**src/rtl/axi_id_slot_table_if.sv**
```systemverilog
// rtl/axi_id_slot_table_if.sv - allocate/release bundle between a bridge and its ID slot table
interface axi_id_slot_table_if #(
    parameter int ID_WIDTH_IN  = 8,
    parameter int ID_WIDTH_OUT = 4
);
    logic [ID_WIDTH_IN-1:0]  alloc_id_i;
    logic [ID_WIDTH_OUT-1:0] alloc_id_o;
    logic                    full_o;
    logic                    alloc_i;
    logic [ID_WIDTH_OUT-1:0] rel_id_i;
    logic [ID_WIDTH_IN-1:0]  orig_id_o;
    logic                    rel_hit_o;
    logic                    release_i;
    logic                    empty_o;

    modport master (
        output alloc_id_i, alloc_i, rel_id_i, release_i,
        input  alloc_id_o, full_o, orig_id_o, rel_hit_o, empty_o
    );

    modport slave (
        input  alloc_id_i, alloc_i, rel_id_i, release_i,
        output alloc_id_o, full_o, orig_id_o, rel_hit_o, empty_o
    );
endinterface

```
**src/rtl/axi_id_slot_table.sv**
```systemverilog
// rtl/axi_id_slot_table.sv - maps wide AXI IDs onto narrow slot IDs and back, with per-slot outstanding counts
module axi_id_slot_table #(
    parameter int ID_WIDTH_IN  = 8,
    parameter int ID_WIDTH_OUT = 4,
    parameter int ID_SLOT      = 16,
    parameter int MAX_TXN      = 4
) (
    input  logic                clk,
    input  logic                rst_n,
    axi_id_slot_table_if.slave  tbl
);
    localparam int CNT_W  = $clog2(MAX_TXN + 1);
    localparam int SLOT_W = (ID_SLOT > 1) ? $clog2(ID_SLOT) : 1;

    typedef logic [CNT_W-1:0]       cnt_t;
    typedef logic [SLOT_W-1:0]      slot_t;
    typedef logic [ID_WIDTH_IN-1:0] wid_t;

    cnt_t cnt_q [ID_SLOT];
    cnt_t cnt_d [ID_SLOT];
    wid_t id_q  [ID_SLOT];
    wid_t id_d  [ID_SLOT];

    logic  match_hit;
    slot_t match_idx;
    logic  free_hit;
    slot_t free_idx;
    slot_t alloc_idx;
    logic  full;
    logic  rel_in_range;
    slot_t rel_idx;
    logic  rel_hit;
    wid_t  orig_id;
    logic  empty;
    logic  do_commit;
    logic  do_retire;

    // Scan from the top so the last assignment wins with the lowest index.
    always_comb begin
        match_hit = 1'b0;
        match_idx = '0;
        free_hit  = 1'b0;
        free_idx  = '0;
        empty     = 1'b1;
        for (int s = ID_SLOT - 1; s >= 0; s--) begin
            if (cnt_q[s] != '0 && id_q[s] == tbl.alloc_id_i) begin
                match_hit = 1'b1;
                match_idx = slot_t'(s);
            end
            if (cnt_q[s] == '0) begin
                free_hit = 1'b1;
                free_idx = slot_t'(s);
            end else begin
                empty = 1'b0;
            end
        end
    end

    always_comb begin
        alloc_idx = '0;
        full      = 1'b0;
        if (match_hit) begin
            alloc_idx = match_idx;
            full      = (cnt_q[match_idx] == cnt_t'(MAX_TXN));
        end else if (free_hit) begin
            alloc_idx = free_idx;
        end else begin
            full      = 1'b1;
        end
    end

    always_comb begin
        rel_in_range = (32'(tbl.rel_id_i) < 32'(ID_SLOT));
        rel_idx      = slot_t'(tbl.rel_id_i);
        rel_hit      = 1'b0;
        orig_id      = '0;
        if (rel_in_range) begin
            rel_hit = (cnt_q[rel_idx] != '0);
            orig_id = id_q[rel_idx];
        end
    end

    assign do_commit = tbl.alloc_i && !full;
    assign do_retire = tbl.release_i && rel_hit;

    // Commit and retire both judge against pre-edge state; on the same slot they cancel.
    always_comb begin
        for (int s = 0; s < ID_SLOT; s++) begin
            cnt_d[s] = cnt_q[s];
            id_d[s]  = id_q[s];
        end
        for (int s = 0; s < ID_SLOT; s++) begin
            if (do_commit && alloc_idx == slot_t'(s) &&
                !(do_retire && rel_idx == slot_t'(s))) begin
                cnt_d[s] = cnt_q[s] + cnt_t'(1);
                if (cnt_q[s] == '0) begin
                    id_d[s] = tbl.alloc_id_i;
                end
            end else if (do_retire && rel_idx == slot_t'(s) &&
                         !(do_commit && alloc_idx == slot_t'(s))) begin
                cnt_d[s] = cnt_q[s] - cnt_t'(1);
            end
        end
    end

    always_ff @(posedge clk or negedge rst_n) begin
        if (!rst_n) begin
            for (int s = 0; s < ID_SLOT; s++) begin
                cnt_q[s] <= '0;
                id_q[s]  <= '0;
            end
        end else begin
            for (int s = 0; s < ID_SLOT; s++) begin
                cnt_q[s] <= cnt_d[s];
                id_q[s]  <= id_d[s];
            end
        end
    end

    assign tbl.alloc_id_o = ID_WIDTH_OUT'(alloc_idx);
    assign tbl.full_o     = full;
    assign tbl.orig_id_o  = orig_id;
    assign tbl.rel_hit_o  = rel_hit;
    assign tbl.empty_o    = empty;
endmodule

```
**src/flat_wrapper.sv**
```systemverilog
// flat-port wrapper written by rule: the top's interface ports become plain ports
module axi_id_slot_table_flat 
#(
    parameter int ID_WIDTH_IN  = 8,
    parameter int ID_WIDTH_OUT = 4,
    parameter int ID_SLOT      = 16,
    parameter int MAX_TXN      = 4
)
  (clk, rst_n, tbl_alloc_id_i, tbl_alloc_i, tbl_rel_id_i, tbl_release_i, tbl_alloc_id_o, tbl_full_o, tbl_orig_id_o, tbl_rel_hit_o, tbl_empty_o);
  axi_id_slot_table_if #(.ID_WIDTH_IN(ID_WIDTH_IN), .ID_WIDTH_OUT(ID_WIDTH_OUT)) tbl_i ();
  input  logic clk;
  input  logic rst_n;
  input wire logic [$bits(tbl_i.alloc_id_i)-1:0] tbl_alloc_id_i;
  input wire logic [$bits(tbl_i.alloc_i)-1:0] tbl_alloc_i;
  input wire logic [$bits(tbl_i.rel_id_i)-1:0] tbl_rel_id_i;
  input wire logic [$bits(tbl_i.release_i)-1:0] tbl_release_i;
  output wire logic [$bits(tbl_i.alloc_id_o)-1:0] tbl_alloc_id_o;
  output wire logic [$bits(tbl_i.full_o)-1:0] tbl_full_o;
  output wire logic [$bits(tbl_i.orig_id_o)-1:0] tbl_orig_id_o;
  output wire logic [$bits(tbl_i.rel_hit_o)-1:0] tbl_rel_hit_o;
  output wire logic [$bits(tbl_i.empty_o)-1:0] tbl_empty_o;
  assign tbl_i.alloc_id_i = tbl_alloc_id_i;
  assign tbl_i.alloc_i = tbl_alloc_i;
  assign tbl_i.rel_id_i = tbl_rel_id_i;
  assign tbl_i.release_i = tbl_release_i;
  assign tbl_alloc_id_o = tbl_i.alloc_id_o;
  assign tbl_full_o = tbl_i.full_o;
  assign tbl_orig_id_o = tbl_i.orig_id_o;
  assign tbl_rel_hit_o = tbl_i.rel_hit_o;
  assign tbl_empty_o = tbl_i.empty_o;
  axi_id_slot_table #(.ID_WIDTH_IN(ID_WIDTH_IN), .ID_WIDTH_OUT(ID_WIDTH_OUT), .ID_SLOT(ID_SLOT), .MAX_TXN(MAX_TXN)) u_core (.clk(clk), .rst_n(rst_n), .tbl(tbl_i));
endmodule
```
**config.mk**
```make
export PLATFORM = sky130hd
export DESIGN_NAME = axi_id_slot_table_flat
export DESIGN_NICKNAME = d
export VERILOG_FILES = /design/src/rtl/axi_id_slot_table_if.sv /design/src/rtl/axi_id_slot_table.sv /design/src/flat_wrapper.sv
export SDC_FILE = /design/constraint.sdc
export NUM_CORES = 1
export LEC_CHECK = 0
export ABC_AREA = 1
export BUFFER_PORTS_ARGS = -buffer_cell sky130_fd_sc_hd__buf_4
export CELL_PAD_IN_SITES_DETAIL_PLACEMENT = 0
export CELL_PAD_IN_SITES_GLOBAL_PLACEMENT = 1
export CORE_ASPECT_RATIO = 1.25
export CORE_MARGIN = 10
export CORE_UTILIZATION = 48
export DETAILED_ROUTE_END_ITERATION = 8
export PLACE_DENSITY = 0.84
export SYNTH_ARGS = -nofsm -noshare
export SYNTH_HDL_FRONTEND = slang
export SYNTH_SLANG_ARGS = --single-unit
export TNS_END_PERCENT = 100
```
**constraint.sdc**
```tcl
create_clock -name clk -period 4.95 [get_ports clk]
set_clock_uncertainty 0.1 [all_clocks]
set_input_delay 0.495 -clock clk [delete_from_list [all_inputs] [get_ports clk]]
set_output_delay 0.495 -clock clk [all_outputs]
set_load 0.01 [all_outputs]
```
==> results by group <==
Global routing
  • First-pass GRT wire length: 53300 µm
  • Overall Global Routing Usage: 0.225
  • Largest net degree at the start of global routing: 98
  • Vias in the first global route: approximately 9800
  • Met1 GRT Util: 0.279
  • Met3 usage in global routing: 0.0376
  • GRT busiest layer: met2
  • Total grt overflow: 0
  • Initial antenna violation count: 0
  • Grt met2 use: 0.383

Die
  • Row count: just over 60
  • Die ar.: ~30000 µm²
  • Initial core utilization: 0.488
  • CORE AREA: 23000 µm²
  • Top Ports: 31
  • Die width: 157 µm
  • Die height: between 150 and 200 µm

Timing
  • Tmin final: 4.47 ns
  • Setup TNS: 0 ns
  • Setup violations, final: 0
  • Max-slew headroom: 0.373
  • Tcrit/Tclk final: 0.903
  • Worst-margin pin slew: 0.940 ns
  • Unrepaired setup endpoints after global routing: false
  • Final Max Slew Viols: 0
  • Hold Violations, Final: 0
  • Max Freq: 224 MHz

Pwr
  • Total Power: 6.92 mW
  • Lkg Pwr: 5.34 nW
  • Worst VDD drop: 237 µV
  • Pwr/cell area: 566 nW/µm²

Synth
  • Synth async-reset ratio: 1.00
  • Yosys Warn Count: 0
  • Syn nets: 1487
  • Predominant post-synthesis flop cell: dfrtp_1
  • EDFF count, synth: 0
  • Synth Cell Area: 11200 µm²
  • Syn_area_per_cell: 7.81 µm²
  • Register area share after synthesis: 0.392
  • Synth Register Bits: 176
  • Netlist cell types: 46
  • Post-Syn Instances: 1439

Route
  • Total routed wirelength: roughly 33000 µm
  • Initial DRT Pass Iterations: 5
  • Via density: 5.65
  • First DRT Iteration DRCs: ~740
  • Vias: around 10000
  • Drt wl/cell: 18.9 µm
  • Final ANT Viol Nets: 0
  • DR DRC count: 0

CTS
  • Clk_lat worst skew: 0.44 ns
  • CTS clk-pin slew, worst paths: about 0.08 ns
  • CTS Buffer Depth: 2
  • CTS Buf Count: 17
  • # Post-CTS Setup Buffers: 0
  • CTS tree: built
  • Root buf cell: clkbuf_16
  • Depth of the CTS H-tree: 4
  • CTS Hold Bufs: 0
  • Post-CTS resize count: 0
  • Clock sinks: about 180

Critical path
  • Worst reg-to-reg setup slack: 0.48 ns
  • RR Endpoint: u_core.cnt_q[26]
  • Critical path type: reg -> reg
  • Worst EP arrival: approximately 4.7 ns
  • WP buf/inv: 5
  • Worst reg-to-reg path cell count: 31
  • CP required: approximately 5.2 ns
  • Crit. End Element: register
  • Startpoint class of the critical path: register
  • CP most frequent cell: nand2_1
  • R2R Path Start: u_core.cnt_q[9]
  • Max FO, Critical Path: 16
  • CP max-delay cell: fa_1
  • Max incr delay on CP: about 0.45 ns
  • Family with the most delay on the worst path: simple AND/OR/NAND/NOR gates

Final layout
  • Fraction of layout cells with a size suffix above 1: 0.107
  • # diodes: 0
  • Layout net count: 1496
  • Layout area overhead: 8.82%

Min path
  • Worst Hold Class: in -> async

Placed design
  • DPL Wire Length: about 24000 µm
  • I/O Buffers: 30
  • Routability Congestion: roughly 0.95

Job
  • MaxCap Viol Count: 0

Outcome
  • Outcome: finished, final reports clean
synthesized netlist by cell type (4+ instances only):
master,count,area [µm²]
a21oi_1,19,95.1
a22oi_1,23,173
buf_2,6,30.0
buf_4,5,37.5
buf_6,12,135
clkbuf_1,41,154
dfrtp_1,176,4400
fa_1,16,320
ha_1,16,200
inv_1,122,458
inv_2,11,41.3
mux2_2,16,180
nand2_1,389,1460
nand3_1,74,370
nand4_1,34,213
nor2_1,90,338
nor2_4,10,113
nor3_1,14,70.1
nor4_1,4,25.0
nor4_2,6,75.1
o211ai_1,13,97.6
o21ai_0,169,846
o221ai_1,4,35.0
o22ai_1,20,125
or2_0,4,25.0
or2_1,5,31.3
or2_2,8,50.1
xnor2_1,63,552
xor2_1,37,324
state kept, by name, summed over array words and instances (netlist names):
signal,cells
u_core.id_q,128
u_core.cnt_q,48
cell families (layout without fill, tap and decap cells):
logic type,after synthesis,count (layout),share of synthesized area
and+or+nand+nor,653,653,0.258
AOI/OAI and AO/OA,255,255,0.127
buffers and inverters,206,228,0.0813
DFF,176,176,0.392
xor gates and xnor gates,101,101,0.0794
adders and majority gates,32,32,0.0463
muxes,16,16,0.0160
per-stage QoR:
stage / hold WS [ns] / util / std cells / setup WS, ns / area [µm²]
final: 0.0543 / 0.531 / 1749 / 0.478 / 12200
after floorplan: 0.0994 / - / 1439 / 1.21 / 11200
after CTS: 0.104 / 0.531 / 1749 / 0.563 / 12200
after global routing: 0.119 / 0.531 / 1749 / 0.155 / 12200
after detailed placement: 0.396 / 0.506 / 1717 / 0.340 / 11700
after global placement: 0.390 / 0.506 / 1717 / 0.377 / 11700
worst max path at each step:
stage,from,to,slack (ns),cells past startpoint
final,u_core.cnt_q[9],u_core.cnt_q[26],0.48,31
after global routing,u_core.cnt_q[9],u_core.cnt_q[5],0.15,31
after CTS,u_core.cnt_q[9],u_core.cnt_q[41],0.56,31
after detailed placement,tbl_alloc_id_i[4],u_core.cnt_q[26],0.34,28
after global placement,tbl_alloc_id_i[4],u_core.cnt_q[32],0.38,33
after floorplan,tbl_alloc_id_i[1],u_core.cnt_q[17],1.21,28
layer usage:
layer / up-vias / part of all wire
met5: - / 0
met4: 0 / 0.033
met3: 71 / 0.050
met2: 292 / 0.49
met1: 4796 / 0.43
li1: 4718 / -
cell type report:
class,instances,area (µm²)
clock inverter,12,125
fill,2259,10800
clock buffer,20,437
tap,288,360
multi-input combinational,1057,5920
sequential,176,4400
inverter,138,526
timing repair buffer,58,452
cells in the final DEF, fill, tap and decap left out, types with 34 or more instances in the layout:
cell type and instances:
nand2_1 389, dfrtp_1 176, o21ai_0 169, inv_1 122, nor2_1 88, nand3_1 74, xnor2_1 63, buf_4 56
xor2_1 37, nand4_1 34
report_power, final:
| part | switching [mW] | leakage, nW | total [mW] | internal (mW) |
|---|---|---|---|---|
| registers | 0.539 | 2.31 | 2.54 | 2.00 |
| clock network | 0.622 | 0.276 | 1.33 | 0.707 |
| logic | 1.83 | 2.75 | 3.05 | 1.22 |
| total | 2.99 | 5.34 | 6.92 | 3.93 |
(Power assumes the default switching activity.)
